### config.mk
export PLATFORM = sky130hd
export DESIGN_NAME = path_output_fifo
export DESIGN_NICKNAME = d
export VERILOG_FILES = /design/src/rtl/path_output_fifo_pkg.sv /design/src/rtl/path_output_fifo_mem.sv /design/src/rtl/path_output_fifo.sv
export SDC_FILE = /design/constraint.sdc
export NUM_CORES = 1
export LEC_CHECK = 0
export CAP_MARGIN = 40
export CORE_UTILIZATION = 46
export CTS_CLUSTER_SIZE = 12
export DETAILED_ROUTE_END_ITERATION = 10
export HOLD_SLACK_MARGIN = 0.08
export PLACE_DENSITY = 0.76
export SLEW_MARGIN = 20
export SYNTH_ARGS = -nofsm -noshare
export SYNTH_HDL_FRONTEND = slang
export SYNTH_SLANG_ARGS = --single-unit
export TNS_END_PERCENT = 10
### constraint.sdc
create_clock -name clk -period 2.15 [get_ports clk]
set_clock_uncertainty 0.05 [all_clocks]
set_input_delay 0.5375 -clock clk [delete_from_list [all_inputs] [get_ports clk]]
set_output_delay 0.5375 -clock clk [all_outputs]
set_load 0.02 [all_outputs]
### src/rtl/path_output_fifo_pkg.sv
// Shared types and constants for the path-node output FIFO.
// Build option: PATH_FIFO_DROP_CNT_EN adds a saturating dropped-push counter.
package path_output_fifo_pkg;

    typedef enum logic [1:0] {
        ST_IDLE    = 2'd0,
        ST_COLLECT = 2'd1,
        ST_DRAIN   = 2'd2
    } state_e;

    localparam logic [31:0] DEF_DATA_ADR = 32'h0200_0000;
    localparam logic [31:0] DEF_END_ADR  = 32'h0200_0008;
    localparam int          ENTRY_W      = 9;

    typedef struct packed {
        logic       last;
        logic [7:0] node;
    } entry_t;

    function automatic logic [7:0] sat_inc8(input logic [7:0] v);
        return (v == 8'hFF) ? v : v + 8'd1;
    endfunction

endpackage

### src/rtl/path_output_fifo_mem.sv
// Purpose: DEPTH x W register array, one write port, combinational head read.
// Latency: write visible on the read port the cycle after the write edge.
// Backpressure: none; the controller decides when to write.
module path_fifo_mem #(
    parameter int DEPTH = 8,
    parameter int W     = 9
) (
    input  logic                     clk,
    input  logic                     i_we,
    input  logic [$clog2(DEPTH)-1:0] i_waddr,
    input  logic [W-1:0]             i_wdata,
    input  logic [$clog2(DEPTH)-1:0] i_raddr,
    output logic [W-1:0]             o_rdata
);

    logic [W-1:0] r_mem [DEPTH];

    always_ff @(posedge clk) begin
        if (i_we) begin
            r_mem[i_waddr] <= i_wdata;
        end
    end

    assign o_rdata = r_mem[i_raddr];

endmodule

### src/rtl/path_output_fifo.sv
// Purpose: captures CPU path-node MMIO stores into a FWFT FIFO for a consumer.
// Latency: out_valid one cycle after a push into empty; backpressure via out_ready, drops+overflow when full.
// Option: PATH_FIFO_DROP_CNT_EN adds output drop_cnt.
module path_output_fifo
    import path_output_fifo_pkg::*;
#(
    parameter int          DEPTH    = 8,
    parameter logic [31:0] DATA_ADR = DEF_DATA_ADR,
    parameter logic [31:0] END_ADR  = DEF_END_ADR
) (
    input  logic                     clk,
    input  logic                     reset_n,
    input  logic                     cpu_reset,
    input  logic                     MemWrite,
    input  logic [31:0]              DataAdr,
    input  logic [31:0]              WriteData,
    output logic                     out_valid,
    output logic [7:0]               out_data,
    output logic                     out_last,
    input  logic                     out_ready,
    output logic [$clog2(DEPTH):0]   count,
    output logic                     busy,
`ifdef PATH_FIFO_DROP_CNT_EN
    output logic [7:0]               drop_cnt,
`endif
    output logic                     overflow
);

    localparam int PTR_W = $clog2(DEPTH);
    localparam int CNT_W = $clog2(DEPTH) + 1;

    // Async assert, two-flop synchronous release of the internal reset.
    logic [1:0] r_rst_sync;
    logic       w_rst_n;

    always_ff @(posedge clk or negedge reset_n) begin
        if (!reset_n) begin
            r_rst_sync <= 2'b00;
        end else begin
            r_rst_sync <= {r_rst_sync[0], 1'b1};
        end
    end

    assign w_rst_n = r_rst_sync[1];

    state_e             r_state;
    logic               r_busy;
    logic               r_overflow;
    logic               r_cpu_reset_q;
    logic               r_end_dropped;
    logic [PTR_W-1:0]   r_wr_ptr;
    logic [PTR_W-1:0]   r_rd_ptr;
    logic [CNT_W-1:0]   r_count;
`ifdef PATH_FIFO_DROP_CNT_EN
    logic [7:0]         r_drop_cnt;
`endif

    logic               w_hit_data;
    logic               w_hit_end;
    logic               w_push_req;
    logic               w_full;
    logic               w_valid;
    logic               w_pop;
    logic               w_push;
    logic               w_drop;
    logic [CNT_W-1:0]   w_count_nxt;
    entry_t             w_wr_entry;
    entry_t             w_head;
    logic [ENTRY_W-1:0] w_head_raw;
    logic               w_unused_wdata;

    assign w_hit_data  = (DataAdr == DATA_ADR);
    assign w_hit_end   = (DataAdr == END_ADR);
    assign w_push_req  = MemWrite && !cpu_reset && (r_state == ST_COLLECT)
                         && (w_hit_data || w_hit_end);
    assign w_full      = (r_count == CNT_W'(DEPTH));
    assign w_valid     = (r_count != '0);
    assign w_pop       = w_valid && out_ready;
    // A pop frees the slot in the same edge, so a full FIFO still accepts.
    assign w_push      = w_push_req && (!w_full || w_pop);
    assign w_drop      = w_push_req && w_full && !w_pop;
    assign w_count_nxt = r_count + CNT_W'(w_push) - CNT_W'(w_pop);

    assign w_wr_entry.last = w_hit_end;
    assign w_wr_entry.node = WriteData[7:0];
    assign w_unused_wdata  = ^WriteData[31:8];

    path_fifo_mem #(
        .DEPTH (DEPTH),
        .W     (ENTRY_W)
    ) u_mem (
        .clk     (clk),
        .i_we    (w_push),
        .i_waddr (r_wr_ptr),
        .i_wdata (w_wr_entry),
        .i_raddr (r_rd_ptr),
        .o_rdata (w_head_raw)
    );

    assign w_head = entry_t'(w_head_raw);

    always_ff @(posedge clk or negedge w_rst_n) begin
        if (!w_rst_n) begin
            r_state       <= ST_IDLE;
            r_busy        <= 1'b0;
            r_overflow    <= 1'b0;
            r_cpu_reset_q <= 1'b1;
            r_end_dropped <= 1'b0;
            r_wr_ptr      <= '0;
            r_rd_ptr      <= '0;
            r_count       <= '0;
`ifdef PATH_FIFO_DROP_CNT_EN
            r_drop_cnt    <= 8'd0;
`endif
        end else begin
            r_cpu_reset_q <= cpu_reset;
            if (cpu_reset) begin
                r_state       <= ST_IDLE;
                r_busy        <= 1'b0;
                r_end_dropped <= 1'b0;
                r_wr_ptr      <= '0;
                r_rd_ptr      <= '0;
                r_count       <= '0;
            end else begin
                if (w_push) begin
                    r_wr_ptr <= r_wr_ptr + PTR_W'(1);
                end
                if (w_pop) begin
                    r_rd_ptr <= r_rd_ptr + PTR_W'(1);
                end
                r_count <= w_count_nxt;
                if (w_drop) begin
                    r_overflow <= 1'b1;
`ifdef PATH_FIFO_DROP_CNT_EN
                    r_drop_cnt <= sat_inc8(r_drop_cnt);
`endif
                end
                case (r_state)
                    ST_IDLE: begin
                        // cpu_reset is low here, so a high last sample is the falling edge.
                        if (r_cpu_reset_q) begin
                            r_state       <= ST_COLLECT;
                            r_busy        <= 1'b1;
                            r_overflow    <= 1'b0;
                            r_end_dropped <= 1'b0;
`ifdef PATH_FIFO_DROP_CNT_EN
                            r_drop_cnt    <= 8'd0;
`endif
                        end
                    end
                    ST_COLLECT: begin
                        if (w_hit_end && (w_push || w_drop)) begin
                            r_state       <= ST_DRAIN;
                            r_end_dropped <= w_drop;
                        end
                    end
                    ST_DRAIN: begin
                        if ((w_pop && w_head.last) ||
                            (r_end_dropped && (w_count_nxt == '0))) begin
                            r_state <= ST_IDLE;
                            r_busy  <= 1'b0;
                        end
                    end
                    default: begin
                        r_state <= ST_IDLE;
                        r_busy  <= 1'b0;
                    end
                endcase
            end
        end
    end

    assign out_valid = w_valid;
    assign out_data  = w_valid ? w_head.node : 8'd0;
    assign out_last  = w_valid && w_head.last;
    assign count     = r_count;
    assign busy      = r_busy;
    assign overflow  = r_overflow;
`ifdef PATH_FIFO_DROP_CNT_EN
    assign drop_cnt  = r_drop_cnt;
`endif

endmodule

==> flow_summary_export.csv <==
group,metric,value,unit
routing,num_vias,2469,
pwr,p_sw,1.72,mW
logic_synthesis,synthesis.yosys.warnings,0,
clocking,tritoncts,"yes",
layout,antenna_cells,0,
logic_synthesis,synth.distinct_cells,43,
placed_design,preCtsSetupSlack,-1.22,ns
layout,layout_common_cells,"edfxtp_1 (72), buf_4 (42), buf_2 (23)",
pwr,comb_power_share,41.9,%
timing,post-route-min-period,2.58,ns
floorplanning,coreArea,0.00822,sq mm
logic_synthesis,seq_area_frac_synth,66.6,%
layout,final_common_cell,"edfxtp_1",
global_routing,grt_max_degree,18,
run,max_cap_violations,0,
logic_synthesis,synth_top_cell_by_area,"edfxtp_1",
routing,detail_route.first_pass.iterations,4,
floorplanning,floorplan.rows,33,
logic_synthesis,netlist_area,0.00393,sq mm
timing,setup_viol_count_final,13,
floorplanning,dieArea,0.00891,sq mm
outcome,violations,"negative setup slack",
logic_synthesis,syn-instance-count,236,
pwr,final_power,5.26,mW
routing,avgViaCountPerCell,5.39,
clocking,clock_sink_count,90,
timing,fin_hold_ws,0.243,ns
layout,area_growth_syn_to_layout,36.1,%
placed_design,gp_routability_congestion,0.856,
critical_path,r2r_setup_slack,-0.40,ns
outcome,status,"finished with violations",
floorplanning,vert_die_dim,94.4,um
critical_path,critical_path_peak_fanout,3,
critical_path,count_of_buffering_cells_on_the_critical_path_with_inverters_included,1,
layout,final_nets,425,
routing,antenna_left,0,
logic_synthesis,synth.avg_cell_area,16.6,sq um
placed_design,buffer_ports.inserted,60,
floorplanning,die_width,94.4,um
critical_path,worst-setup-path-type,"in2reg",
logic_synthesis,synth_ff_type,"edfxtp_1",
logic_synthesis,ffs_latches_synth,90,
critical_path,crit_path_top_delay_cell,"fa_2",
pwr,max_rail_drop_vdd,0.456,mV
pwr,internal_power,3.54,mW
clocking,cts_hold_buffers,0,
routing,drtIter0Drc,186,
timing,slew_limit_fails,0,
pwr,total_leakage_power,1.93,nW
timing,count_of_endpoints_failing_hold_in_the_final_timing_report,0,
critical_path,cp_top_family,"simple AND/OR/NAND/NOR gates",
clocking,worstSkewPairLatency,0.35,ns
critical_path,r2r.worst_path.cells,12,
critical_path,worst_r2r_endpoint,"r_state[1]",
logic_synthesis,synth-edff-count,72,
critical_path,critical_path.max_stage_delay,0.47,ns
logic_synthesis,asyncSetResetFlopFracSynth,20.0,%
clocking,cts_root_buffer,"clkbuf_8",
critical_path,element_type_at_the_critical_path_start,"primary input",
critical_path,crit_arrival,2.77,ns
hold_path,hp-class,"reg2async",
timing,worst_slew_slack_as_a_fraction_of_its_limit,52.9,%
timing,rsz0062_at_grt,"yes",
logic_synthesis,synth.area.top_cells,"edfxtp_1 (55%), dfrtp_1 (11%), mux4_2 (6.9%), mux4_1 (4.0%), mux2i_1 (2.8%)",
timing,worst-slew-pin-transition,0.707,ns
global_routing,grt_remaining_overflow,0,
timing,max_freq,387,MHz
clocking,worst_setup_hold_path_clk_slew,0.09,ns
floorplanning,start_util,47.8,%
routing,totalWireLength,8120,um
clocking,cts_max_level,3,
critical_path,cp-end-kind,"flip-flop",
global_routing,via_count_of_the_first_global_routing_pass,2610,
pwr,clockPowerShare,20.2,%
critical_path,cp.required,2.34,ns
clocking,clock_tree.buffer_depth,2,
critical_path,critical_path.reg2reg.startpoint,"count[3]",
pwr,power.share.switching,32.7,%
critical_path,critical_path.cell_chain,"buf_2 -> nor4_4 -> and4_4 -> nand4_4 -> mux2i_1 -> ha_2 -> fa_2 -> nor2_4 -> nand4_1 -> mux2i_2 -> o32ai_1",
placed_design,dpl.hpwl,5620,um
layout,layout-drive-gt1-share,43.1,%
global_routing,wire_length_of_the_first_global_routing_pass,12700,um
critical_path,cp-startpoint,"DataAdr[21]",
routing,drt-wirelength-per-cell,17.7,um
routing,route.detailed.drc,0,
pwr,pwr-share-seq,37.9,%
global_routing,grt_util_all_layers,19.7,%
logic_synthesis,synth_top_area_share,55.1,%
layout,postLayoutCellArea,0.00534,sq mm
floorplanning,ios,85,
global_routing,initial_antenna_violation_count,0,
placed_design,placedInstanceArea,0.00510,sq mm
clocking,tritoncts.num_buffers,9,
timing,finalWorstSetupSlack,-0.433,ns
timing,period_share,120,%
pwr,pwr_density_cell,984,mW/mm^2
logic_synthesis,synth_fp_nets,313,
[per-stage QoR]
step | instances | utilization [%] | setup TNS (ns)
6_report | 458 | 65.0 | -3.68
4_1_cts | 457 | 64.8 | -3.61
3_5_place_dp | 434 | 62.0 | -47.66
5_1_grt | 458 | 65.0 | -5.16
3_3_place_gp | 434 | 62.0 | -41.58
2_1_floorplan | 236 | - | -21.47
[state kept, by name, indices dropped and copies added (netlist names)]
| register | count |
|---|---|
| overflow | 1 |
| r_rst_sync | 2 |
| r_cpu_reset_q | 1 |
| busy | 1 |
| u_mem.r_mem | 72 |
| count | 4 |
| r_state | 2 |
| r_rd_ptr | 3 |
| r_wr_ptr | 3 |
| r_end_dropped | 1 |
[cell type report]
class | count | area, sq um
Inverter | 8 | 32.5
Clock inverter | 7 | 60.1
Fill cell | 569 | 2880
Timing Repair Buffer | 108 | 918
Tap cell | 105 | 131
Sequential cell | 90 | 2620
Clock buffer | 9 | 124
Multi-Input combinational cell | 131 | 1460
[worst max path at each step]
stage | end | cells after the start
after floorplan | r_state[1] | 10
after global placement | r_state[1] | 11
after detailed placement | r_state[1] | 11
after CTS | r_state[1] | 11
after global routing | r_state[1] | 11
final | r_state[1] | 11
[synthesized netlist by cell type, drive strengths merged, types with 4 or more instances]
library cell and number:
dfrtp 17, mux2i 12, a21oi 4, mux4 18, buf 5, edfxtp 72
nor4b 4, nor2 20, nand3 7, ha 7, nand4 4, nor3 6
inv 8, nand2 7, nor4 9, nor2b 4, nand2b 5
[repair_timing]
| action | CTS | global route |
|---|---|---|
| pin swaps | 21 | 3 |
| gates cloned | 1 | 0 |
| resized for setup | 179 | 5 |
| setup buffers | 6 | 1 |
| endpoints found under the setup margin | 87 | 14 |
[cell families after synthesis]
logic type	after synthesis	share of synthesized area, %
xor+xnor	4	0.893
compound gates	11	1.98
simple gates	75	11.1
flops	90	66.6
other cells	1	0.0955
fa+ha+maj	8	2.74
buf+inv	15	1.75
mux	32	14.9
[metal layers]
layer  GRT usage, %  share of wire [%]  up-vias
met5              0                  0        -
li1               -                  -     1154
met3           2.50                4.5       12
met2           35.7                 54       74
met4           7.69                1.5        0
met1           23.7                 40     1229
[power groups by stage]
stage	Sequential (mW)	Clock [mW]	Combinational, mW
floorplan	2.05	0	1.08
global placement	2.02	0	1.95
detailed placement	2.02	0	2.00
CTS	1.99	1.09	2.16
global route	2.00	1.15	2.37
finish	1.99	1.06	2.20
Power figures use the tool's default switching activity.
